--- src/rtl/hue_pkg.sv ---
// Colour-wheel tables for the hue sequencer: segment encoding, which channel
// ramps in each segment and in which direction, and which channels sit at full.
package hue_pkg;

  typedef enum logic [2:0] {
    SEG_G_UP = 3'd0,
    SEG_R_DN = 3'd1,
    SEG_B_UP = 3'd2,
    SEG_G_DN = 3'd3,
    SEG_R_UP = 3'd4,
    SEG_B_DN = 3'd5
  } seg_e;

  localparam logic [1:0] CH_R = 2'd0;
  localparam logic [1:0] CH_G = 2'd1;
  localparam logic [1:0] CH_B = 2'd2;

  // Held-channel masks, bit index = channel (bit0 R, bit1 G, bit2 B)
  localparam logic [2:0] HELD_G_UP = 3'b001;
  localparam logic [2:0] HELD_R_DN = 3'b010;
  localparam logic [2:0] HELD_B_UP = 3'b010;
  localparam logic [2:0] HELD_G_DN = 3'b100;
  localparam logic [2:0] HELD_R_UP = 3'b100;
  localparam logic [2:0] HELD_B_DN = 3'b001;

  function automatic logic [1:0] ramp_ch(seg_e s);
    case (s)
      SEG_G_UP, SEG_G_DN: ramp_ch = CH_G;
      SEG_R_DN, SEG_R_UP: ramp_ch = CH_R;
      default:            ramp_ch = CH_B;
    endcase
  endfunction

  function automatic logic ramp_up(seg_e s);
    ramp_up = (s == SEG_G_UP) || (s == SEG_B_UP) || (s == SEG_R_UP);
  endfunction

  function automatic logic [2:0] held_full(seg_e s);
    case (s)
      SEG_G_UP: held_full = HELD_G_UP;
      SEG_R_DN: held_full = HELD_R_DN;
      SEG_B_UP: held_full = HELD_B_UP;
      SEG_G_DN: held_full = HELD_G_DN;
      SEG_R_UP: held_full = HELD_R_UP;
      default:  held_full = HELD_B_DN;
    endcase
  endfunction

  // Whether channel ch sits at full duty once segment s has completed
  function automatic logic end_full(seg_e s, logic [1:0] ch);
    logic [2:0] mask;
    mask = held_full(s);
    if (ch == ramp_ch(s)) end_full = ramp_up(s);
    else                  end_full = mask[ch];
  endfunction

  function automatic seg_e next_seg(seg_e s);
    next_seg = (s == SEG_B_DN) ? SEG_G_UP : seg_e'(s + 3'd1);
  endfunction

endpackage

--- src/rtl/hue_cycle_controller_if.sv ---
// Control inputs and LED/status outputs of the hue sequencer.
interface hue_cycle_controller_if #(
  parameter int PWM_INTERVAL = 1200
) ();
  localparam int DW = $clog2(PWM_INTERVAL);

  logic          enable;
  logic          hold;
  logic [DW-1:0] duty_r;
  logic [DW-1:0] duty_g;
  logic [DW-1:0] duty_b;
  logic          led_r;
  logic          led_g;
  logic          led_b;
  logic [2:0]    segment;
  logic          seg_done;

  modport master (
    output enable, hold,
    input  duty_r, duty_g, duty_b, led_r, led_g, led_b, segment, seg_done
  );

  modport slave (
    input  enable, hold,
    output duty_r, duty_g, duty_b, led_r, led_g, led_b, segment, seg_done
  );
endinterface

--- src/rtl/hue_cycle_controller_pwm_channel.sv ---
// One PWM output: duty is shadowed at the period boundary so a duty change
// never produces a truncated or stretched pulse.
module pwm_channel #(
  parameter int DW = 11
) (
  input  logic          clk,
  input  logic          rst,
  input  logic          en_i,
  input  logic          load_i,
  input  logic [DW-1:0] cnt_i,
  input  logic [DW-1:0] duty_i,
  output logic          led_o
);
  logic [DW-1:0] shadow_q;
  logic          led_q;

  always_ff @(posedge clk or posedge rst) begin
    if (rst) begin
      shadow_q <= '0;
      led_q    <= 1'b0;
    end else begin
      if (load_i) shadow_q <= duty_i;
      led_q <= en_i && (cnt_i < shadow_q);
    end
  end

  assign led_o = led_q;
endmodule

--- src/rtl/hue_cycle_controller.sv ---
// Hue-wheel sequencer: prescaled step timing, six-segment ramp FSM and three
// PWM outputs sharing one period counter.
module hue_cycle_controller
  import hue_pkg::*;
#(
  parameter int CLK_PER_STEP  = 12000,
  parameter int STEPS_PER_SEG = 166,
  parameter int PWM_INTERVAL  = 1200
) (
  input logic             clk,
  input logic             rst,
  hue_cycle_controller_if.slave bus
);
  localparam int STEP_VAL = PWM_INTERVAL / STEPS_PER_SEG;
  localparam int MAX_DUTY = STEP_VAL * STEPS_PER_SEG;
  localparam int DW = $clog2(PWM_INTERVAL);
  localparam int PW = (CLK_PER_STEP > 1) ? $clog2(CLK_PER_STEP) : 1;
  localparam int SW = (STEPS_PER_SEG > 1) ? $clog2(STEPS_PER_SEG) : 1;
  localparam logic [DW-1:0] MAX_D  = DW'(MAX_DUTY);
  localparam logic [DW-1:0] STEP_D = DW'(STEP_VAL);

  logic [PW-1:0]   presc_q, presc_d;
  logic [SW-1:0]   step_q, step_d;
  seg_e            seg_q, seg_d;
  logic            seg_done_q;
  logic [DW-1:0]   cnt_q, cnt_d;
  logic            run, step_tick, last_step, pwm_load;
  logic [3*DW-1:0] duty_all;
  logic [2:0]      led_all;

  // Gating is on the live inputs, so a tick coinciding with hold/enable is dropped
  always_comb begin
    run       = bus.enable && !bus.hold;
    step_tick = run && (presc_q == PW'(CLK_PER_STEP - 1));
    last_step = step_tick && (step_q == SW'(STEPS_PER_SEG - 1));

    presc_d = presc_q;
    if (run) presc_d = step_tick ? '0 : presc_q + PW'(1);

    step_d = step_q;
    seg_d  = seg_q;
    if (last_step) begin
      step_d = '0;
      seg_d  = next_seg(seg_q);
    end else if (step_tick) begin
      step_d = step_q + SW'(1);
    end

    pwm_load = (cnt_q == DW'(PWM_INTERVAL - 1));
    cnt_d    = '0;
    if (bus.enable) cnt_d = pwm_load ? '0 : cnt_q + DW'(1);
  end

  always_ff @(posedge clk or posedge rst) begin
    if (rst) begin
      presc_q    <= '0;
      step_q     <= '0;
      seg_q      <= SEG_G_UP;
      seg_done_q <= 1'b0;
      cnt_q      <= '0;
    end else begin
      presc_q    <= presc_d;
      step_q     <= step_d;
      seg_q      <= seg_d;
      seg_done_q <= last_step;
      cnt_q      <= cnt_d;
    end
  end

  generate
    for (genvar gi = 0; gi < 3; gi++) begin : g_ch
      localparam logic [DW-1:0] RST_VAL = (gi == 0) ? MAX_D : '0;
      logic [DW-1:0] duty_q, duty_d;

      // Final step snaps all three channels to the segment's end values
      always_comb begin
        duty_d = duty_q;
        if (last_step)
          duty_d = end_full(seg_q, 2'(gi)) ? MAX_D : '0;
        else if (step_tick && (ramp_ch(seg_q) == 2'(gi)))
          duty_d = ramp_up(seg_q) ? duty_q + STEP_D : duty_q - STEP_D;
      end

      always_ff @(posedge clk or posedge rst) begin
        if (rst) duty_q <= RST_VAL;
        else     duty_q <= duty_d;
      end

      pwm_channel #(.DW(DW)) u_pwm (
        .clk    (clk),
        .rst    (rst),
        .en_i   (bus.enable),
        .load_i (pwm_load),
        .cnt_i  (cnt_q),
        .duty_i (duty_q),
        .led_o  (led_all[gi])
      );

      assign duty_all[gi*DW +: DW] = duty_q;
    end
  endgenerate

  assign bus.duty_r   = duty_all[0*DW +: DW];
  assign bus.duty_g   = duty_all[1*DW +: DW];
  assign bus.duty_b   = duty_all[2*DW +: DW];
  assign bus.led_r    = led_all[0];
  assign bus.led_g    = led_all[1];
  assign bus.led_b    = led_all[2];
  assign bus.segment  = seg_q;
  assign bus.seg_done = seg_done_q;
endmodule

--- src/flat_wrapper.sv ---
// flat-port wrapper written by rule: the top's interface ports become plain ports
module hue_cycle_controller_flat import hue_pkg::*;
#(
  parameter int CLK_PER_STEP  = 12000,
  parameter int STEPS_PER_SEG = 166,
  parameter int PWM_INTERVAL  = 1200
)
  (clk, rst, bus_enable, bus_hold, bus_duty_r, bus_duty_g, bus_duty_b, bus_led_r, bus_led_g, bus_led_b, bus_segment, bus_seg_done);
  hue_cycle_controller_if #(.PWM_INTERVAL(PWM_INTERVAL)) bus_i ();
  input logic clk;
  input logic rst;
  input wire logic [$bits(bus_i.enable)-1:0] bus_enable;
  input wire logic [$bits(bus_i.hold)-1:0] bus_hold;
  output wire logic [$bits(bus_i.duty_r)-1:0] bus_duty_r;
  output wire logic [$bits(bus_i.duty_g)-1:0] bus_duty_g;
  output wire logic [$bits(bus_i.duty_b)-1:0] bus_duty_b;
  output wire logic [$bits(bus_i.led_r)-1:0] bus_led_r;
  output wire logic [$bits(bus_i.led_g)-1:0] bus_led_g;
  output wire logic [$bits(bus_i.led_b)-1:0] bus_led_b;
  output wire logic [$bits(bus_i.segment)-1:0] bus_segment;
  output wire logic [$bits(bus_i.seg_done)-1:0] bus_seg_done;
  assign bus_i.enable = bus_enable;
  assign bus_i.hold = bus_hold;
  assign bus_duty_r = bus_i.duty_r;
  assign bus_duty_g = bus_i.duty_g;
  assign bus_duty_b = bus_i.duty_b;
  assign bus_led_r = bus_i.led_r;
  assign bus_led_g = bus_i.led_g;
  assign bus_led_b = bus_i.led_b;
  assign bus_segment = bus_i.segment;
  assign bus_seg_done = bus_i.seg_done;
  hue_cycle_controller #(.CLK_PER_STEP(CLK_PER_STEP), .STEPS_PER_SEG(STEPS_PER_SEG), .PWM_INTERVAL(PWM_INTERVAL)) u_core (.clk(clk), .rst(rst), .bus(bus_i));
endmodule
--- config.mk ---
export PLATFORM = sky130hd
export DESIGN_NAME = hue_cycle_controller_flat
export DESIGN_NICKNAME = d
export VERILOG_FILES = /design/src/rtl/hue_pkg.sv /design/src/rtl/hue_cycle_controller_if.sv /design/src/rtl/hue_cycle_controller_pwm_channel.sv /design/src/rtl/hue_cycle_controller.sv /design/src/flat_wrapper.sv
export SDC_FILE = /design/constraint.sdc
export NUM_CORES = 1
export LEC_CHECK = 0
export CAP_MARGIN = 20
export CORE_ASPECT_RATIO = 1.2
export CORE_MARGIN = 3
export CORE_UTILIZATION = 54
export DETAILED_ROUTE_END_ITERATION = 12
export HOLD_SLACK_MARGIN = 0.12
export PLACE_DENSITY = 0.84
export SETUP_SLACK_MARGIN = 0.15
export SYNTH_ARGS = -nofsm -noshare
export SYNTH_HDL_FRONTEND = slang
export SYNTH_SLANG_ARGS = --single-unit
--- constraint.sdc ---
create_clock -name clk -period 4 [get_ports clk]
set_input_delay 1 -clock clk [delete_from_list [all_inputs] [get_ports clk]]
set_output_delay 1 -clock clk [all_outputs]
set_load 0.05 [all_outputs]
Word level (Yosys, flattened, before mapping)

Index checks and enable logic that the tools add are counted.

Register bits after elaboration: 106
Input bits: 4
Word-level logic and storage cells: 90
Output and inout port bits: 40

$add $sub $neg: 10
Order comparisons: 3
Reductions and logical operators: 23
Mux-type cells: 28
Equality and inequality tests: 12

Operator list:

| operator                                            | count |
|---|---|
| two-way mux 11 bit                                  | 14 |
| adder 11 x 3 -> 11 bit, second input constant       | 3 |
| < comparator 11 bit                                 | 3 |
| subtractor 11 x 3 -> 11 bit, second input constant  | 3 |
| two-way mux 8 bit                                   | 2 |
| adder 14 x 1 -> 14 bit, second input constant       | 1 |
| equality test 14 bit, second input constant         | 1 |
| two-way mux 14 bit                                  | 1 |
| adder 11 x 1 -> 11 bit, second input constant       | 1 |
| equality test 11 bit, second input constant         | 1 |
| logical AND 1 bit                                   | 9 |
| adder 8 x 1 -> 8 bit, second input constant         | 1 |
| equality test 8 bit, second input constant          | 1 |
| nonzero test 2 bit                                  | 4 |
| OR reduction 2 bit                                  | 4 |
| equality test 3 x 2 -> 1 bit, second input constant | 2 |
| equality test 3 bit, second input constant          | 2 |
| two-way mux 1 bit                                   | 6 |
| one-hot mux 3 bit (2 select lines)                  | 1 |
| logical NOT 2 bit                                   | 2 |
| two-way mux 2 bit                                   | 2 |
| one-hot mux 2 bit (2 select lines)                  | 1 |
| adder 3 x 1 -> 3 bit, second input constant         | 1 |
| equality test 3 x 1 -> 1 bit, second input constant | 1 |
| other kinds (8)                                     | 9 |

Logic depth before layout (Yosys ltp)

Gate-level depths: netlist of run 1.

Depth in word-level cells: 10
Mapped depth: 13
Depth with buffers taken out: 10

By module

From an unflattened synthesis of run 1, not the netlist that was laid out.

Cell total of the unflattened synthesis: 764
Area, all modules: 6545.0 um^2

By module, submodules not included:

| module               | sequential area each (um^2) | cells an instance | area an instance (um^2) | times used |
|---|---|---|---|---|
| hue_cycle_controller | 1756.7                      | 548               | 4540.6                  | 1 |
| pwm_channel          | 300.3                       | 72                | 668.1                   | 3 |

Worst setup path before layout of run 1

OpenSTA, ideal clock, no wires.

Path type: register to register
From: register u_core.seg_q[2], in the netlist u_core.bus.segment[2]
To: register u_core.g_ch[0].duty_q[6], in the netlist u_core.bus.duty_r[6]
Path slack: 0.628 ns
Library setup time: 0.118 ns
Period minus slack after synthesis: 3.372 ns
Cell stages (with the launch flop): 13
Data arrival time: 3.253 ns
Buffers on the path: 3
Data required time: 3.882 ns
Path through: dfrtp_1 > clkbuf_1 > a21oi_1 > inv_1 > clkbuf_1 > buf_1 > xnor2_1 > ha_1 > a211oi_1 > nor2_1 > nor3_1 > o31ai_1 > a21o_1

Longest elaborated chain between the ends: 7
Elaborated cells between the ends (all ways): 17
Those cells by class: eq/ne: 4; mux: 5; reduce/logical: 8

Ends and longest elaborated chain:

| item                                                       | line                       | text |
|---|---|---|
| start: declaration                                         | hue_cycle_controller.sv:24 | `seg_e seg_q, seg_d;` |
| start signal: assignment                                   | hue_cycle_controller.sv:64 | `seg_q <= seg_d;` |
| equality test 3 x 1 -> 1 bit, or another cell as far along | hue_pkg.sv:27              | `case (s)` |
| OR reduction 2 bit                                         | hue_pkg.sv:27              |  |
| one-hot mux 2 bit (2 select lines)                         | hue_pkg.sv:27              |  |
| two-way mux 2 bit                                          | hue_cycle_controller.sv:78 | `if (last_step)` |
| logical NOT 2 bit                                          | hue_cycle_controller.sv:80 | `else if (step_tick && (ramp_ch(seg_q) == 2'(gi)))` |
| logical AND 1 bit                                          | hue_cycle_controller.sv:80 |  |
| nonzero test 2 bit (no source line)                        | n/a                        |  |
| end signal: assignment                                     | hue_cycle_controller.sv:86 | `else duty_q <= duty_d;` |
| end: declaration                                           | hue_cycle_controller.sv:73 | `logic [DW-1:0] duty_q, duty_d;` |

Several ways; a longest one is shown, not always the timed one. The select of a mux whose other input is x is not followed.
A chain may end at the register's enable or synchronous reset.

Worst setup path after layout of run 1

From: input bus_enable
To: register u_core.g_ch[1].duty_q[7], in the netlist u_core.bus.duty_g[7]

Longest elaborated chain between the ends: 4
Elaborated cells between the ends (all ways): 6
Those cells by class: mux: 1; reduce/logical: 5

Ends and longest elaborated chain:

| item                                                     | line                                                   | text |
|---|---|---|
| start: declaration                                       | flat_wrapper.sv:12                                     | `input wire logic [$bits(bus_i.enable)-1:0] bus_enable;` |
| logical AND 1 bit *                                      | hue_cycle_controller.sv:33                             | `run = bus.enable && !bus.hold;` |
| logical AND 1 bit *                                      | hue_cycle_controller.sv:34                             | `step_tick = run && (presc_q == PW'(CLK_PER_STEP - 1));` |
| logical AND 1 bit (on tied branches)                     | hue_cycle_controller.sv:35, hue_cycle_controller.sv:80 |  |
| two-way mux 11 bit or nonzero test 2 bit (tied branches) | n/a                                                    |  |
| end signal: assignment                                   | hue_cycle_controller.sv:86                             |  |
| end: declaration                                         | hue_cycle_controller.sv:73                             |  |

Every way passes the cells marked *; elsewhere a longest branch is shown, timed or not.

==> results of run 1 <==
==> state kept, by name, indices dropped and copies added, names as in the netlist <==
name	flops
u_core.bus.seg_done	1
u_core.bus.duty_b	11
u_core.bus.segment	3
u_core.presc_q	14
u_core.step_q	8
u_core.bus.duty_r	11
u_core.g_ch.u_pwm.shadow_q	33
u_core.g_ch.u_pwm.led_o	3
u_core.bus.duty_g	11
u_core.cnt_q	11
==> final timing paths <==
check	start	to	slack, ps
min reg2reg	u_core.g_ch[0].u_pwm.shadow_q[6]	u_core.g_ch[0].u_pwm.shadow_q[6]	490
max reg2reg	u_core.bus.segment[0]	u_core.bus.duty_b[10]	1000
min	u_core.g_ch[0].u_pwm.shadow_q[6]	u_core.g_ch[0].u_pwm.shadow_q[6]	490
min in group asynchronous	rst	u_core.bus.duty_b[4]	1100
max in group asynchronous	rst	u_core.bus.duty_r[10]	2130
max	bus_enable	u_core.bus.duty_g[7]	950
==> power groups by stage <==
stage	Combinational [mW]	Sequential, mW	Clock [mW]
CTS	0.106	1.12	1.04
global route	0.118	1.13	1.08
floorplan	0.0640	1.15	0
finish	0.104	1.12	1.03
detailed placement	0.102	1.14	0
global placement	0.0982	1.14	0
==> cell families (layout without fill, tap and decap cells) <==
family,count (synthesis),after routing,synth area share
and+or+nand+nor,227,227,0.171
adders and majority gates,49,49,0.0946
DFF,106,106,0.413
xor gates and xnor gates,37,37,0.0504
buffers and inverters,78,114,0.0477
muxes,32,32,0.0551
AOI/OAI and AO/OA,175,175,0.168
==> metal layers <==
layer,vias up,global-route usage
met5,-,0
met4,0,0.113
met3,54,0.0274
met2,181,0.405
met1,2707,0.288
li1,2576,-
==> through the flow <==
step                      instances  utilization  power, mW  instance area [um2]
after floorplan                 704            -       1.21                 6430
after global placement          880        0.602       1.24                 7000
after detailed placement        880        0.602       1.25                 7000
after CTS                       896        0.633       2.27                 7350
after global routing            897        0.633       2.33                 7360
final                           897        0.633       2.26                 7360
==> layout by cell type (no fill, tap or decap), types with 3 or more instances in the layout <==
master	count
dfrtp_1	102
o21ai_0	70
nand2_1	67
nor2_1	56
ha_1	47
inv_1	46
clkdlybuf4s50_1	43
a21oi_1	32
nand3_1	28
mux2_2	27
xor2_1	21
nor3_1	18
xnor2_1	16
a21o_1	11
nor4_1	10
nand4_1	9
clkbuf_16	9
a31oi_1	8
nand2b_1	7
and3_1	7
o211ai_1	6
buf_4	6
and2_1	5
a211oi_1	5
o21a_1	5
o31ai_1	5
mux2i_1	5
a211o_1	4
dfstp_2	4
o21bai_1	3
nor2b_1	3
or3_1	3
bufinv_16	3
==> cell type report <==
class	count	area (um2)
clock buffer	10	239
clock inverter	6	114
fill	945	4260
inverter	47	179
multi-input combinational	520	3470
sequential	106	2660
tap	157	196
timing repair buffer	51	500
==> worst min-delay path: cells and delay by family (launching register included) <==
kind | cells | cell delay (ps)
and+or+nand+nor | 1 | 50
AOI/OAI and AO/OA | 1 | 60
DFF | 1 | 350
==> impl_metrics.toml, run 1 <==
[synth]
avgSynthCellArea_um2 = 9.14
synth_ff_type = "dfrtp_1"
synthCells = 704
netlist_area_mm2 = 0.00643
async_flop_share = 1.00
synth_commonest_cells = "dfrtp_1, o21ai_0, nand2_1"
syn-num-nets = 755
synth_edf_count = 0
yosysMostFrequentCell = "dfrtp_1"
yosys.area.top_type_share = 0.397
synth-seq-area-share = 0.413
ys_ff_latch = 106
synth_top_area_cell = "dfrtp_1"
synth.area.top_cells = "dfrtp_1, ha_1, o21ai_0"
yosys_warnings = 0
yosysUniqueCellTypes = 63

[cts]
postCtsResizedCells = 0
clock_path_buffers = 2
worstSkewPairLatency_ps = 350
clockRootBuffer = "clkbuf_16"
htree_levels = 3
cts_buffers = 9
path_clk_slew_ps = 70
ctsHoldBuffers = 0
postCtsSetupBuffers = 0
cts_sinks = 106
cts_tree = "built"

[flow_run]
drv_cap = 0

[sta]
post-route-min-period_ps = 3050
setup_viol = 0
slew_headroom = 0.351
final.setup.worst_slack_ps = 948
final.setup.tns_ps = 0
fin_skew_ps = 7.62
fin_crit_sh = 0.763
rsz0062_at_grt = "no"
maxSlewViolCount = 0
max_freq_mhz = 328
final-hold-violation-count = 0
timing.hold.ws_ps = 489
tightest_slew_ps = 962

[power]
p_switching_mw = 0.490
p_per_area_mw_per_mm2 = 307
seqPwrFrac = 0.498
p_leak_nw = 3.29
clkPwrFrac = 0.455
vdd_drop_max_mv = 0.187
p_int_mw = 1.77
combPwrFrac = 0.046
sw_frac_of_total = 0.217

[setup_path]
crit_path_start_kind = "input port"
path_depth = 7
crit_path_end_kind = "flip-flop"
cp_max_fo = 10
crit_buf_inv = 1
arrival_ps = 3300
reg2reg_depth = 11
cp.required_ps = 4250
slowest_delay_ps = 630
cp_top_family = "simple AND/OR/NAND/NOR gates"
path_cells = "clkdlybuf4s50_1 > nand4b_1 > or4_1 > a211o_1 > nor2_1 > o21ai_0 > o211ai_1"
crit_type = "in -> reg"
slowest_stage = "clkdlybuf4s50_1"

[floorplan]
die_width_um = 106
die_h_um = 126
num_rows = 43
die-area_mm2 = 0.0133
io_pins = 44
coreArea_mm2 = 0.0116
initial_core_util = 0.553

[finish]
antenna_cells = 0
nets = 786
drive_above_1_share = 0.0851
area_growth_pct = 14.4

[drt]
wirelength_um = 15200
drtIter0Drc = 582
postRouteAntennaNets = 0
maxUsedRoutingLayer = "met4"
drt-met1-wl_um = 6350
viasPerCell = 6.15
drc = 0
dr_wl_met3_um = 673
drt_first_pass_iters = 5
met2_length_um = 7650
dr_total_vias = 5518
post_drt_wl_per_cell_um = 16.9

[run_status]
status = "finished, final reports clean"

[place]
pre_cts_slack_ps = 653
gp_congestion = 0.914
dp_hpwl_um = 10800
io_buffers = 43

[global_route]
grt_pass1_wl_um = 25500
antenna_found_initial = 0
overflow = 0
grt_max_degree = 55
grt_pass1_vias = 5488
track_usage = 0.233

[min_path]
holdPathStages = 2
min_path_type = "reg -> reg"
No activity file was read; power rests on OpenSTA's default activity.
==> run 2, diff against run 1 <==
--- a/config.mk
+++ b/config.mk
@@ -8,10 +8,10 @@
 export CAP_MARGIN = 20
 export CORE_ASPECT_RATIO = 1.2
 export CORE_MARGIN = 3
-export CORE_UTILIZATION = 54
+export CORE_UTILIZATION = 55
 export DETAILED_ROUTE_END_ITERATION = 12
 export HOLD_SLACK_MARGIN = 0.12
-export PLACE_DENSITY = 0.84
+export PLACE_DENSITY = 0.82
 export SETUP_SLACK_MARGIN = 0.15
 export SYNTH_ARGS = -nofsm -noshare
 export SYNTH_HDL_FRONTEND = slang
==> constraint.sdc (replaced) <==
create_clock -name clk -period 3 [get_ports clk]
set_input_delay 0.75 -clock clk [delete_from_list [all_inputs] [get_ports clk]]
set_output_delay 0.75 -clock clk [all_outputs]
set_load 0.05 [all_outputs]
==> run 2 against run 1 <==
  * Non-clock buffer count grew 9
  * Clock power grew 25%
  * Hold slack is essentially flat
  * Critical endpoint is now u_core.bus.duty_g[10]
==> impl_metrics.toml, run 2 (synthesized netlist as in run 1, its figures left out) <==
[sta]
maxSlewViolCount = 0
final-hold-violation-count = 0
fin_skew_ps = 12.2
final.setup.worst_slack_ps = 321
timing.hold.ws_ps = 489
rsz0062_at_grt = "no"
max_freq_mhz = 373
final.setup.tns_ps = 0
setup_viol = 0
tightest_slew_ps = 682
slew_headroom = 0.541
fin_crit_sh = 0.893
post-route-min-period_ps = 2680

[setup_path]
reg2reg_to = "u_core.bus.duty_g[10]"
r2r-start = "u_core.bus.segment[1]"
crit_type = "reg -> reg"
cp_max_fo = 11
reg2reg_depth = 10
cp.required_ps = 3220
ff2ff_setup_slack_ps = 320
crit_path_end_kind = "flip-flop"
crit_start = "u_core.bus.segment[1]"
arrival_ps = 2900
crit_path_start_kind = "flip-flop"
cp-endpoint = "u_core.bus.duty_g[10]"

[drt]
drt-met1-wl_um = 6290
post_drt_wl_per_cell_um = 16.9
dr_total_vias = 5506
wirelength_um = 15300
met2_length_um = 7870
drt_first_pass_iters = 7
maxUsedRoutingLayer = "met4"
dr_wl_met3_um = 684
drc = 0
drtIter0Drc = 372
postRouteAntennaNets = 0
viasPerCell = 6.10

[cts]
cts_tree = "built"
ctsHoldBuffers = 0
clock_path_buffers = 2
clockRootBuffer = "clkbuf_16"
postCtsResizedCells = 0
worstSkewPairLatency_ps = 350
htree_levels = 3
postCtsSetupBuffers = 0
path_clk_slew_ps = 80
cts_sinks = 106
cts_buffers = 9

[finish]
layout_commonest_cell = "dfrtp_1"
stdcell_count = 903
top_register = "u_core.g_ch.u_pwm.shadow_q"
fin_area_mm2 = 0.00743
nets = 795
fin_util = 0.661
drive_above_1_share = 0.0988
multi_input_area_mm2 = 0.00349
largest_reg_flops = 33
area_growth_pct = 15.6
seqCellArea_mm2 = 0.00266
antenna_cells = 0
final_cell_mix = "dfrtp_1, o21ai_0, nand2_1"
fillCellCount = 918
reg_top3 = "u_core.g_ch.u_pwm.shadow_q: 33 flops, u_core.presc_q: 14 flops"

[place]
pre_cts_slack_ps = 85.7
place_inst = 887
gp_congestion = 0.870
dp_hpwl_um = 10900
postPlaceCellArea_mm2 = 0.00710
io_buffers = 43

[power]
combPwrFrac = 0.046
vdd_drop_max_mv = 0.226
p_switching_mw = 0.651
p_int_mw = 2.27
seqPwrFrac = 0.513
p_leak_nw = 3.34
sw_frac_of_total = 0.222
clkPwrFrac = 0.440
power.total_mw = 2.93
p_per_area_mw_per_mm2 = 394

[global_route]
grt_pass1_wl_um = 26200
grt_pass1_vias = 5412
antenna_found_initial = 0
overflow = 0
grt_max_degree = 107
track_usage = 0.245

[min_path]
min_path_type = "reg -> reg"

[run_status]
status = "finished, final reports clean"

[floorplan]
die_width_um = 105
die_h_um = 124
die-area_mm2 = 0.0130
num_rows = 42
initial_core_util = 0.572
io_pins = 44
coreArea_mm2 = 0.0112

[flow_run]
drv_cap = 0
run 2: power groups by stage:
stage                     logic [mW]  registers, mW  clock network (mW)
after floorplan               0.0856           1.53                   0
after detailed placement       0.138           1.53                   0
final                          0.136           1.50                1.29
after global routing           0.154           1.50                1.37
after global placement         0.130           1.53                   0
after CTS                      0.139           1.50                1.29
run 2: how the worst min path moves through the flow:
stage / slack, ps / endpoint / start / cells after the start
after global placement: 470 / u_core.g_ch[1].u_pwm.shadow_q[10] / u_core.g_ch[1].u_pwm.shadow_q[10] / 2
after global routing: 520 / u_core.g_ch[0].u_pwm.shadow_q[7] / u_core.g_ch[0].u_pwm.shadow_q[7] / 2
after CTS: 490 / u_core.g_ch[0].u_pwm.shadow_q[5] / u_core.g_ch[0].u_pwm.shadow_q[5] / 2
final: 490 / u_core.g_ch[0].u_pwm.shadow_q[5] / u_core.g_ch[0].u_pwm.shadow_q[5] / 2
after floorplan: 450 / u_core.g_ch[0].u_pwm.shadow_q[10] / u_core.g_ch[0].u_pwm.shadow_q[10] / 2
after detailed placement: 470 / u_core.g_ch[0].u_pwm.shadow_q[5] / u_core.g_ch[0].u_pwm.shadow_q[5] / 2
run 2: layout make-up:
class,count,share of cell area
multi-input cells,520,0.470
flip-flops and latches,106,0.358
repair buffers,60,0.0784
clock buffers,11,0.0327
well taps,154,0.0259
inverters,47,0.0242
clock inverters,5,0.0114
run 2: layer usage:
metal / vias to the layer above / track usage
met1: 2688 / 0.308
met4: 0 / 0.0973
met5: - / 0
li1: 2587 / -
met2: 193 / 0.424
met3: 38 / 0.0337
run 2: critical path: stages, from the launching register on:
cell	delay (ps)
dfrtp_1	470
a21oi_4	210
inv_1	270
xnor2_1	220
ha_1	230
a21oi_1	310
a41oi_1	160
a21oi_1	180
a2bb2oi_1	260
o21ba_1	170
o211ai_2	70
==> run 3, diff against run 2 <==
--- a/config.mk
+++ b/config.mk
@@ -7,7 +7,7 @@
 export LEC_CHECK = 0
 export CAP_MARGIN = 20
 export CORE_ASPECT_RATIO = 1.2
-export CORE_MARGIN = 3
+export CORE_MARGIN = 2
 export CORE_UTILIZATION = 55
 export DETAILED_ROUTE_END_ITERATION = 12
 export HOLD_SLACK_MARGIN = 0.12
==> run 3 against run 2 <==
  * Global-route usage grew 0.84 points
  * Utilization shrank 1.3 points
  * Routed wire length shrank 1.9%
  * Critical endpoint is now bus_duty_r[1]
  * Setup slack gained 70 ps
  * Via count shrank 0.91%
  * Combinational power grew 4%
  * Clock power shrank 9%
  * Flip-flop and latch count is the same
  * Power shrank 3.5%
==> impl_metrics.toml, run 3 (synthesized netlist as in run 1, its figures left out) <==
[run_status]
status = "finished, final reports clean"

[place]
io_buffers = 43
place_inst = 894
dp_hpwl_um = 10800
gp_congestion = 0.897

[cts]
ctsHoldBuffers = 0
clock_path_buffers = 2
worstSkewPairLatency_ps = 350
postCtsSetupBuffers = 0
path_clk_slew_ps = 70
clockRootBuffer = "clkbuf_16"
htree_levels = 3
cts_tree = "built"
cts_buffers = 9
cts_sinks = 106

[sta]
max_freq_mhz = 383
fin_crit_sh = 0.869
final.setup.tns_ps = 0
final-hold-violation-count = 0
maxSlewViolCount = 0
tightest_slew_ps = 834
fin_skew_ps = 8.66
post-route-min-period_ps = 2610
slew_headroom = 0.438
rsz0062_at_grt = "no"
timing.hold.ws_ps = 498
setup_viol = 0

[global_route]
antenna_found_initial = 0
grt_pass1_vias = 5376
grt_max_degree = 50
overflow = 0
track_usage = 0.253
grt_pass1_wl_um = 25000

[finish]
layout_commonest_cell = "dfrtp_1"
top_register = "u_core.g_ch.u_pwm.shadow_q"
fillCellCount = 910
area_growth_pct = 15.4
nets = 799
final_cell_mix = "dfrtp_1, o21ai_0, nand2_1"
drive_above_1_share = 0.104
largest_reg_flops = 33
stdcell_count = 909
reg_top3 = "u_core.g_ch.u_pwm.shadow_q: 33 flops, u_core.presc_q: 14 flops"
antenna_cells = 0

[drt]
postRouteAntennaNets = 0
drtIter0Drc = 311
wirelength_um = 15000
dr_total_vias = 5456
viasPerCell = 6.00
drt_first_pass_iters = 5
drc = 0
post_drt_wl_per_cell_um = 16.5

[setup_path]
crit_path_end_kind = "output pin"
slowest_delay_ps = 860
crit_path_start_kind = "flip-flop"
crit_start = "u_core.bus.duty_r[1]"
arrival_ps = 1860
cp_max_fo = 10
path_cells = "clkdlybuf4s50_1"
slowest_stage = "clkdlybuf4s50_1"
reg2reg_to = "u_core.bus.duty_g[6]"
crit_type = "reg -> out"
reg2reg_depth = 6
r2r-start = "u_core.presc_q[12]"
cp_top_family = "buffers and inverters"
ff2ff_setup_slack_ps = 430
cp.required_ps = 2250
crit_buf_inv = 1
path_depth = 1

[power]
p_leak_nw = 3.34
vdd_drop_max_mv = 0.315
p_per_area_mw_per_mm2 = 380

[floorplan]
initial_core_util = 0.561
die_h_um = 122
die-area_mm2 = 0.0126
io_pins = 44
num_rows = 43
coreArea_mm2 = 0.0115
die_width_um = 103

[min_path]
whs_endpoint = "u_core.g_ch[0].u_pwm.shadow_q[6]"
holdPathStages = 2
min-delay-start = "u_core.g_ch[0].u_pwm.shadow_q[6]"
min_path_type = "reg -> reg"

[flow_run]
drv_cap = 0
-- run 3: changes by cell type in the layout (fill, tap and decap cells not counted) --
cell        before  now
clkinv_2         0    2
buf_4           15   20
clkbuf_1         1    0
bufinv_16        2    1
clkinv_4         1    0
buf_12           2    1
inv_6            1    0
clkinvlp_4       2    3
-- run 3: worst max-delay path by stage --
stage | to | slack, ps
final | bus_duty_r[1] | 390
after global routing | u_core.bus.duty_b[10] | 200
after CTS | bus_duty_r[1] | 390
after detailed placement | u_core.bus.duty_g[6] | 120
after global placement | u_core.bus.duty_g[10] | 150
after floorplan | u_core.bus.duty_b[9] | 150
-- run 3: metal layers --
metal,wire (um),track usage,vias up
li1,-,-,2597
met1,6420,0.325,2661
met2,7400,0.418,158
met3,635,0.0427,40
met4,509,0.110,0
met5,0,0,-
-- run 3: power breakdown --
part           leakage [nW]  internal (mW)  switching, mW
Clock                 0.140          0.662          0.521
Combinational          1.78         0.0587         0.0822
Sequential             1.42           1.46         0.0381
Total                  3.34           2.18          0.641
-- run 3: repair_timing --
item                       CTS  global route
hold endpoints to repair     0             0
setup endpoints to repair    0             1
gates resized for setup      0             1
-- run 3: layout make-up --
class / count / area (um2) / share of cell area
inverters: 47 / 180 / 0.0243
well taps: 157 / 196 / 0.0265
multi-input cells: 520 / 3490 / 0.470
repair buffers: 64 / 601 / 0.0809
flip-flops and latches: 106 / 2660 / 0.358
clock inverters: 5 / 55.1 / 0.00742
clock buffers: 10 / 239 / 0.0322
-- run 3: tightest hold or removal path, cell delays in order, from the launching register on --
cell and delay (ps):
dfrtp_1 350, nand2_1 50, o21ai_0 70
-- run 3: through the flow --
| stage | total power, mW | utilization | worst slack [ps] | area, um2 |
|---|---|---|---|---|
| floorplan | 1.61 | - | 152 | 6460 |
| global placement | 1.66 | 0.621 | 147 | 7120 |
| detailed placement | 1.67 | 0.621 | 122 | 7120 |
| CTS | 2.84 | 0.647 | 390 | 7410 |
| global route | 2.93 | 0.648 | 203 | 7420 |
| finish | 2.82 | 0.648 | 392 | 7420 |
